<file path="src/rtl/pool_pkg.sv">
`default_nettype none
// ============================================================================
// Module   : pool_pkg
// Purpose  : Shared definitions for the streaming 2-D pooling stage. Holds
//            the pooling-mode encodings, a constant ceil(log2) helper and
//            the per-lane accumulator width helper.
// Revision : 1.0 - initial release
// ============================================================================
package pool_pkg;

  localparam logic MODE_MAX = 1'b0;
  localparam logic MODE_AVG = 1'b1;

  // ceil(log2(v)); returns 0 for v <= 1
  function automatic int clog2(input int v);
    int r;
    r = 0;
    while ((1 << r) < v) r++;
    return r;
  endfunction

  // Accumulator width per lane: sample width plus headroom for POOL*POOL adds
  function automatic int lane_acc_w(input int data_w, input int pool);
    return data_w + 2 * clog2(pool);
  endfunction

endpackage
`default_nettype wire

</file>
<file path="src/rtl/pool_lane.sv">
`default_nettype none
// ============================================================================
// Module   : pool_lane
// Purpose  : Per-lane window arithmetic. Produces the updated line-buffer
//            entry (max or running sum) and the pooled result derived from it.
// Ports    : mode      - pooling mode of the current frame (MODE_MAX/MODE_AVG)
//            first     - sample is the first of its window
//            sample    - incoming lane sample
//            entry     - current line-buffer entry for this window column
//            new_entry - value to write back into the line buffer
//            result    - pooled value, meaningful on the window's last sample
// Revision : 1.0 - initial release
// ============================================================================
module pool_lane
  import pool_pkg::*;
#(
  parameter int DATA_W = 16,
  parameter int ACC_W  = 18,
  parameter int SIGNED = 0
) (
  input  logic              mode,
  input  logic              first,
  input  logic [DATA_W-1:0] sample,
  input  logic [ACC_W-1:0]  entry,
  output logic [ACC_W-1:0]  new_entry,
  output logic [DATA_W-1:0] result
);

  localparam int c_SH = ACC_W - DATA_W;

  logic [ACC_W-1:0] w_ext;
  logic             w_gt;

  always_comb begin
    // Both modes keep the sample widened in the buffer so max compares and
    // sums operate on the same representation.
    if (SIGNED != 0) begin
      w_ext = {{c_SH{sample[DATA_W-1]}}, sample};
      w_gt  = $signed(w_ext) > $signed(entry);
    end else begin
      w_ext = {{c_SH{1'b0}}, sample};
      w_gt  = w_ext > entry;
    end

    if (first) begin
      new_entry = w_ext;
    end else if (mode == MODE_AVG) begin
      new_entry = entry + w_ext;
    end else begin
      new_entry = w_gt ? w_ext : entry;
    end

    // Dropping the low c_SH bits of the sum is the truncating arithmetic
    // shift; the average always fits back into DATA_W bits.
    if (mode == MODE_AVG) begin
      result = new_entry[ACC_W-1 -: DATA_W];
    end else begin
      result = new_entry[DATA_W-1:0];
    end
  end

endmodule
`default_nettype wire

</file>
<file path="src/rtl/pool2d_stream.sv">
`default_nettype none
// ============================================================================
// Module   : pool2d_stream
// Purpose  : Streaming non-overlapping POOLxPOOL max/average pooling over a
//            raster pixel stream of CH lanes. Partial window results live in
//            a line buffer indexed by output column, so no frame storage.
// Ports    : clk, rst            - clock, synchronous active-high reset
//            mode                - 0 max, 1 average; captured on sof accept
//            sof                 - first pixel of a frame (with in_valid)
//            in_valid/in_ready   - input handshake
//            in_pix              - CH*DATA_W input vector, lane 0 in LSBs
//            out_valid/out_ready - output handshake, result held until taken
//            out_pix             - CH*DATA_W pooled vector
//            out_eol             - last pooled column of an output row
// Revision : 1.0 - initial release
// ============================================================================
module pool2d_stream
  import pool_pkg::*;
#(
  parameter int DATA_W = 16,
  parameter int CH     = 1,
  parameter int IMG_W  = 28,
  parameter int POOL   = 2,
  parameter int SIGNED = 0
) (
  input  logic               clk,
  input  logic               rst,
  input  logic               mode,
  input  logic               sof,
  input  logic               in_valid,
  output logic               in_ready,
  input  logic [CH*DATA_W-1:0] in_pix,
  output logic               out_valid,
  input  logic               out_ready,
  output logic [CH*DATA_W-1:0] out_pix,
  output logic               out_eol
);

  localparam int c_LOG   = clog2(POOL);
  localparam int c_ACC_W = lane_acc_w(DATA_W, POOL);
  localparam int c_OCOLS = IMG_W / POOL;
  localparam int c_CW    = (clog2(IMG_W) < 1) ? 1 : clog2(IMG_W);
  localparam int c_OW    = (c_CW - c_LOG < 1) ? 1 : c_CW - c_LOG;

  localparam logic [c_CW-1:0]  c_COL_LAST = c_CW'(IMG_W - 1);
  localparam logic [c_LOG-1:0] c_WIN_LAST = c_LOG'(POOL - 1);

  logic [c_CW-1:0]  r_col;
  logic [c_LOG-1:0] r_wy;
  logic             r_mode;
  logic             r_out_valid;
  logic [CH*DATA_W-1:0] r_out_pix;
  logic             r_out_eol;

  logic [CH*c_ACC_W-1:0] r_lb [c_OCOLS];

  logic                  w_accept;
  logic [c_CW-1:0]       w_col;
  logic [c_LOG-1:0]      w_wy;
  logic [c_LOG-1:0]      w_wx;
  logic [c_OW-1:0]       w_ocol;
  logic                  w_mode;
  logic                  w_first;
  logic                  w_last;
  logic                  w_eol;
  logic [CH*c_ACC_W-1:0] w_entry;
  logic [CH*c_ACC_W-1:0] w_new;
  logic [CH*DATA_W-1:0]  w_res;

  assign in_ready = ~r_out_valid | out_ready;
  assign w_accept = in_valid & in_ready;

  // A frame start overrides the stored position and mode for this very
  // sample, so whatever partial windows were in flight are overwritten.
  assign w_col   = sof ? '0 : r_col;
  assign w_wy    = sof ? '0 : r_wy;
  assign w_mode  = sof ? mode : r_mode;
  assign w_wx    = w_col[c_LOG-1:0];
  assign w_ocol  = c_OW'(w_col >> c_LOG);
  assign w_first = (w_wx == '0) && (w_wy == '0);
  assign w_last  = (w_wx == c_WIN_LAST) && (w_wy == c_WIN_LAST);
  assign w_eol   = (w_col == c_COL_LAST);
  assign w_entry = r_lb[w_ocol];

  for (genvar g = 0; g < CH; g++) begin : g_lane
    pool_lane #(
      .DATA_W (DATA_W),
      .ACC_W  (c_ACC_W),
      .SIGNED (SIGNED)
    ) u_lane (
      .mode      (w_mode),
      .first     (w_first),
      .sample    (in_pix[g*DATA_W +: DATA_W]),
      .entry     (w_entry[g*c_ACC_W +: c_ACC_W]),
      .new_entry (w_new[g*c_ACC_W +: c_ACC_W]),
      .result    (w_res[g*DATA_W +: DATA_W])
    );
  end

  // Line buffer needs no reset: every window's first sample overwrites it.
  always_ff @(posedge clk) begin
    if (w_accept) begin
      r_lb[w_ocol] <= w_new;
    end
  end

  always_ff @(posedge clk) begin
    if (rst) begin
      r_col       <= '0;
      r_wy        <= '0;
      r_mode      <= MODE_MAX;
      r_out_valid <= 1'b0;
      r_out_pix   <= '0;
      r_out_eol   <= 1'b0;
    end else begin
      if (w_accept) begin
        r_mode <= w_mode;
        if (w_col == c_COL_LAST) begin
          r_col <= '0;
          r_wy  <= (w_wy == c_WIN_LAST) ? '0 : w_wy + 1'b1;
        end else begin
          r_col <= w_col + 1'b1;
          r_wy  <= w_wy;
        end
      end

      // A completing window may replace a result being taken this cycle.
      if (w_accept && w_last) begin
        r_out_valid <= 1'b1;
        r_out_pix   <= w_res;
        r_out_eol   <= w_eol;
      end else if (out_ready) begin
        r_out_valid <= 1'b0;
      end
    end
  end

  assign out_valid = r_out_valid;
  assign out_pix   = r_out_pix;
  assign out_eol   = r_out_eol;

endmodule
`default_nettype wire
</file>
<file path="config.mk">
export PLATFORM = sky130hd
export DESIGN_NAME = pool2d_stream
export DESIGN_NICKNAME = d
export VERILOG_FILES = /design/src/rtl/pool_pkg.sv /design/src/rtl/pool_lane.sv /design/src/rtl/pool2d_stream.sv
export SDC_FILE = /design/constraint.sdc
export NUM_CORES = 1
export LEC_CHECK = 0
export BUFFER_PORTS_ARGS = -buffer_cell sky130_fd_sc_hd__buf_4
export CAP_MARGIN = 25
export CORE_UTILIZATION = 60
export DETAILED_ROUTE_END_ITERATION = 10
export GPL_TIMING_DRIVEN = 1
export PLACE_DENSITY = 0.87
export SLEW_MARGIN = 0
export SYNTH_ARGS = -nofsm -noshare
export SYNTH_HDL_FRONTEND = slang
export SYNTH_SLANG_ARGS = --single-unit
</file>
<file path="constraint.sdc">
create_clock -name clk -period 6.38 [get_ports clk]
set_input_delay 0.638 -clock clk [delete_from_list [all_inputs] [get_ports clk]]
set_output_delay 0.638 -clock clk [all_outputs]
set_load 0.03 [all_outputs]
</file>
==> reports/results.txt, run 1 <==
IO Pins: 41
Combinational power share: 11.2%
Psw: 0.988 mW
Initial Util: 61.6%
Setup crit end kind: flop
Most used DFF post-synth: edfxtp_1
Overflow after GRT: 0
DRC viols: 0
Switch share: 23.8%
Clock transition at path regs: 0.06 ns
Placed Area: 13900 um2
Synthesized net count: 1105
Dpl cells: 1349
Share of layout cells above drive strength 1: 18.0%
Synth Cell Area: 13100 um2
Relative slew slack: 28.1%
Max Cap Viol: 0
Largest net degree at the start of global routing: 35
Setup Fix Bufs, Post-CTS: 0
Synth unique cells: 77
Finish-stage setup viols: 0
WL final: 37.8 mm
Wire per inst: 27.0 um
Via count: 9811
Number of diodes: 0
Commonest cells after routing, fill and taps aside: 252 x edfxtp_1, 94 x buf_4, 87 x nand2_1, 66 x nor2_1, 59 x a21oi_1
H-tree depth: 1
Pre-CTS WS: 0.547 ns
GP Congestion: 1.01
Mean Syn Cell Area: 12.5 um2
Die width: 150 um
Most common cell after layout, fill and taps aside: edfxtp_1
Busiest grt layer: met2
Final hold vios: 0
PostCTS Resize Cnt: 0
Tmin final: 5.93 ns
CP Max Fanout: 27
Die Y-Extent: 150 um
Synth warnings: 0
CTS sink count: 277
Initial DRT Pass Iterations: 5
WP data required: 6.58 ns
Achievable Freq: 169 MHz
Total negative slack: 0 ns
Hold Slack: 0.430 ns
Std cell rows: 53
Gr usage total: 34.4%
Met3 Track Usage GR: 9.24%
Post-synth EDFFs: 252
Met2 Resource Use GR: 52.8%
Vias/cell: 7.00
Final period utilization: 92.9%
Power share of the clock group: 39.9%
Leak pwr: 5.13 nW
CTS buffer count: 28
Crit path max-delay cell type: a21oi_1
Outcome: finished, final reports clean
CTS Buffer Depth: 3
Post-Syn Instances: 1045
RSZ-0062 raised after global routing: false
P&R area growth vs syn: 13.7%
Cell Int Power: 3.16 mW
Final worst slack: 0.454 ns
Register area share after synthesis: 61.7%
Vias in the first global route: 9652
Async S/R FF share, synth: 0%
Seq pwr share: 48.9%
Flops & latches, synth: 277
Pins over their slew limit: 0
CTS tree: built
CP Data Arrival Time: 6.12 ns
Setup Crit Path Kind: flop to flop
Core area: 21200 um2
Initial antenna violation count: 0
Tot Pwr: 4.15 mW
Grt met1 use: 45.0%
Hold-fix buffers, CTS: 0
CP max stage delay: 0.81 ns
Final cell count without fillers: 1402
Crit path launch type: flop
Clk Tree Root Cell: clkbuf_16
HP Class: primary input to flop
Full die area: 22400 um2
Pwr Density: 279 nW/um2
Dpl hpwl: 24.9 mm
DRT iter0 DRCs: 1312
Skew final: 0.0189 ns
Most frequent CP cell: o22ai_1
Total Nets Final: 1165
Util after Layout: 70.1%
First-pass GRT wire length: 56.6 mm
Slew @ Worst Pin: 1.07 ns
Detail Route Antenna Nets: 0
PortBufs: 40
VDD IR-drop max: 313 uV
CP cell instances: clkinv_1 -> nand2_1 -> o22ai_1 -> a32o_1 -> a211oi_1 -> ha_1 -> or4_4 -> nor4_2 -> a221oi_2 -> a2111oi_4 -> nand2b_1 -> o22ai_1 -> a21oi_1
Worst-skew pair later-pin latency: 0.55 ns
Final instance area: 14900 um2
worst paths after layout:
check,slack (ns),cells past startpoint,start,end
hold / removal,0.43,3,out_ready,out_valid
setup / recovery,0.45,13,r_col[2],r_lb[11][6]
setup reg to reg,0.45,13,r_col[2],r_lb[11][6]
hold reg to reg,0.46,2,out_eol,out_eol
layout make-up:
cell class / count / area, um2
multi-input cells: 667 / 4640
clock inverters: 15 / 151
clock buffers: 37 / 786
repair buffers: 97 / 748
well taps: 275 / 344
fillers: 1396 / 6350
flip-flops and latches: 277 / 8070
inverters: 34 / 128
kinds of logic (layout without fill, tap and decap cells):
family,after synthesis,after routing,synth area share (%)
XOR/XNOR,15,15,1.00
buffers and inverters,101,183,3.39
multiplexers,70,70,5.69
flip-flops,277,277,61.7
AND/OR/NAND/NOR,253,253,9.09
AO/OA/AOI/OAI,291,291,15.4
adder cells (fa/ha/maj),38,38,3.69
critical path, delay by kind of cell, from the launching register on:
family	cells	cell delay, ns
buffers and inverters	1	0.46
adders and majority gates	1	0.40
and+or+nand+nor	4	1.72
AOI/OAI and AO/OA	7	2.28
DFF	1	0.70
power by group through the flow:
| stage | combinational (mW) | sequential [mW] | clock, mW |
|---|---|---|---|
| floorplan | 0.302 | 2.06 | 0 |
| global placement | 0.431 | 2.06 | 0 |
| detailed placement | 0.440 | 2.07 | 0 |
| CTS | 0.445 | 2.03 | 1.66 |
| global route | 0.490 | 2.03 | 1.73 |
| finish | 0.464 | 2.03 | 1.66 |
synthesized netlist by cell type (6+ instances only):
library cell  count  area [um2]
a211oi_1         11        82.6
a21oi_1          59         295
a22oi_1          11        82.6
a32o_1            6        60.1
buf_2            21         105
buf_4             6        45.0
clkbuf_1         33         124
dfxtp_1          25         500
edfxtp_1        252        7570
ha_1             37         463
inv_1            32         120
mux2_2           34         383
mux2i_1          35         350
nand2_1          87         327
nand2b_1          9        56.3
nand3_1          18        90.1
nand4_1           6        37.5
nor2_1           69         259
nor2b_1           6        37.5
nor3_1           28         140
nor3b_1           8        60.1
o2111ai_1         7        61.3
o211ai_1         10        75.1
o21a_1           10        75.1
o21ai_0          43         215
o221ai_1         11        96.3
o22a_1           14         123
o22ai_1          43         269
xnor2_1          11        96.3
sequential cells by signal (all words and copies together) (netlist names):
name / count
r_mode: 1
r_wy: 1
out_pix: 16
out_valid: 1
r_lb: 252
out_eol: 1
r_col: 5
metal layers:
metal / vias up / share of wire (%)
li1: 4156 / -
met1: 4663 / 36
met2: 803 / 45
met3: 189 / 13
met4: 0 / 5.4
met5: - / 0
Note: power is estimated with default switching activity, not from simulation.
==> run 2, diff against run 1 <==
--- a/config.mk
+++ b/config.mk
@@ -7,10 +7,10 @@
 export LEC_CHECK = 0
 export BUFFER_PORTS_ARGS = -buffer_cell sky130_fd_sc_hd__buf_4
 export CAP_MARGIN = 25
-export CORE_UTILIZATION = 60
+export CORE_UTILIZATION = 57
 export DETAILED_ROUTE_END_ITERATION = 10
 export GPL_TIMING_DRIVEN = 1
-export PLACE_DENSITY = 0.87
+export PLACE_DENSITY = 0.84
 export SLEW_MARGIN = 0
 export SYNTH_ARGS = -nofsm -noshare
 export SYNTH_HDL_FRONTEND = slang
==> reports/results.txt, run 2 (synthesis gave the netlist of run 1 again) <==
Fill cells: 1613 (+16%)
PortBufs: 40 (unchanged)
Util after Layout: 66.0% (-4.1 points)
Dpl hpwl: 24.5 mm (-1.7%)
Worst R2R Start: r_col[1]
VDD IR-drop max: 279 uV (-11%)
Largest Register: r_lb
Setup Crit Path Kind: flop to flop
Vias in the first global route: 9416 (-2.4%)
Crit path launch type: flop
Final period utilization: 90.8% (-2.0 points)
Top routing layer in use: met4
Full die area: 23600 um2 (+5.2%)
Achievable Freq: 173 MHz (+2.3%)
CP Data Arrival Time: 5.99 ns (-0.13 ns)
Initial DRT Pass Iterations: 7 (+2)
Most common cell after layout, fill and taps aside: edfxtp_1
Worst-skew pair later-pin latency: 0.55 ns (about the same)
HP Class: primary input to flop
Die Y-Extent: 153 um (+2.6%)
Initial antenna violation count: 0 (unchanged)
Final worst slack: 0.584 ns (+0.131 ns)
Setup Fix Bufs, Post-CTS: 0 (unchanged)
First-pass GRT wire length: 55.9 mm (-1.4%)
PostCTS Resize Cnt: 0 (unchanged)
Std cell rows: 55 (+3.8%)
Tmin final: 5.80 ns (-0.131 ns)
GP Congestion: 1.03 (+2.3%)
Vias/cell: 6.84 (-2.2%)
Overflow after GRT: 0 (unchanged)
Clk Tree Root Cell: clkbuf_16
RSZ-0062 raised after global routing: false
Total negative slack: 0 ns (unchanged)
Skew final: 0.0158 ns (-0.00305 ns)
Pwr Density: 279 nW/um2 (about the same)
Total Nets Final: 1171 (+0.52%)
IO Pins: 41 (unchanged)
Via count: 9683 (-1.3%)
Met2 routed WL: 16.7 mm (-2.2%)
P&R area growth vs syn: 13.9%
WP data required: 6.58 ns (about the same)
WL final: 37.0 mm (-2.2%)
Largest register FFs: 252 (unchanged)
Commonest cells after routing, fill and taps aside: 252 x edfxtp_1, 101 x buf_4, 87 x nand2_1, 66 x nor2_1, 59 x a21oi_1
Leak pwr: 5.14 nW (+0.25%)
CTS sink count: 277 (unchanged)
CTS tree: built
Hold-fix buffers, CTS: 0 (unchanged)
Wire per inst: 26.1 um (-3.1%)
Detail Route Antenna Nets: 0 (unchanged)
DRC viols: 0 (unchanged)
Pre-CTS WS: 0.430 ns (-0.118 ns)
Finish-stage setup viols: 0 (unchanged)
Outcome: finished, final reports clean
Max Cap Viol: 0 (unchanged)
DR WL met3: 4.32 mm (-12%)
H-tree depth: 1 (unchanged)
Pins over their slew limit: 0 (unchanged)
Final hold vios: 0 (unchanged)
CTS buffer count: 28 (unchanged)
Worst setup path startpoint: r_col[1]
Setup crit end kind: flop
DRT iter0 DRCs: 1311 (-0.076%)
Initial Util: 57.9% (-3.7 points)
CTS Buffer Depth: 3 (unchanged)
Relative slew slack: 27.5% (-0.62 points)
Share of layout cells above drive strength 1: 18.0% (-0.048 points)
Largest net degree at the start of global routing: 34 (-2.9%)
Number of diodes: 0 (unchanged)
M1 WL: 14.2 mm (+3.6%)
Clock transition at path regs: 0.07 ns (about the same)
Core area: 22600 um2 (+6.4%)
Min-Delay Startpoint: rst
Slew @ Worst Pin: 1.08 ns (+0.00931 ns)
CP Max Fanout: 27 (unchanged)
Gr usage total: 31.8% (-2.6 points)
Die width: 153 um (+2.6%)
run 2: worst paths after layout:
path	endpoint	slack (ns)	cells past startpoint
worst max-delay path	r_lb[10][6]	0.58	15
worst min-delay path	r_wy	0.43	2
worst max register to register	r_lb[10][6]	0.58	15
worst min register to register	out_pix[6]	0.46	2
run 2: final cells by class:
| cell class | count | area, um2 | area share [%] |
|---|---|---|---|
| inverters | 34 | 128 | 0.857 |
| clock buffers | 36 | 752 | 5.05 |
| repair buffers | 103 | 781 | 5.24 |
| multi-input cells | 667 | 4640 | 31.2 |
| clock inverters | 13 | 163 | 1.09 |
| flip-flops and latches | 277 | 8070 | 54.2 |
| well taps | 285 | 357 | 2.39 |
run 2: power breakdown:
group | internal [mW] | switching, mW | total (mW)
registers | 2.02 | 0.0103 | 2.03
logic | 0.164 | 0.302 | 0.466
clock network | 0.986 | 0.674 | 1.66
run 2: critical path: stages, from the launching register on:
cell,delay (ns)
dfxtp_4,0.63
nand2b_1,0.22
inv_1,0.43
nand2_1,0.11
a32o_1,0.27
a211oi_1,0.34
buf_4,0.20
ha_1,0.30
or4_4,0.55
nor4_2,0.30
a221oi_2,0.13
a2111oi_4,0.44
buf_4,0.24
nand2b_1,0.32
o22ai_1,0.13
a21oi_1,0.81
run 2: metrics by stage:
step / area, um2 / power [mW] / cells / hold slack (ns)
after detailed placement: 14000 / 2.51 / 1366 / 0.455
after CTS: 14900 / 4.14 / 1415 / 0.415
final: 14900 / 4.15 / 1415 / 0.427
after global routing: 14900 / 4.26 / 1415 / 0.456
after floorplan: 13100 / 2.36 / 1045 / 0.488
after global placement: 14000 / 2.51 / 1364 / 0.447
run 2: layer usage:
| layer | track usage [%] | up-vias |
|---|---|---|
| li1 | - | 4168 |
| met1 | 44.1 | 4633 |
| met2 | 48.7 | 748 |
| met3 | 5.90 | 134 |
| met4 | 15.3 | 0 |
| met5 | 0 | - |
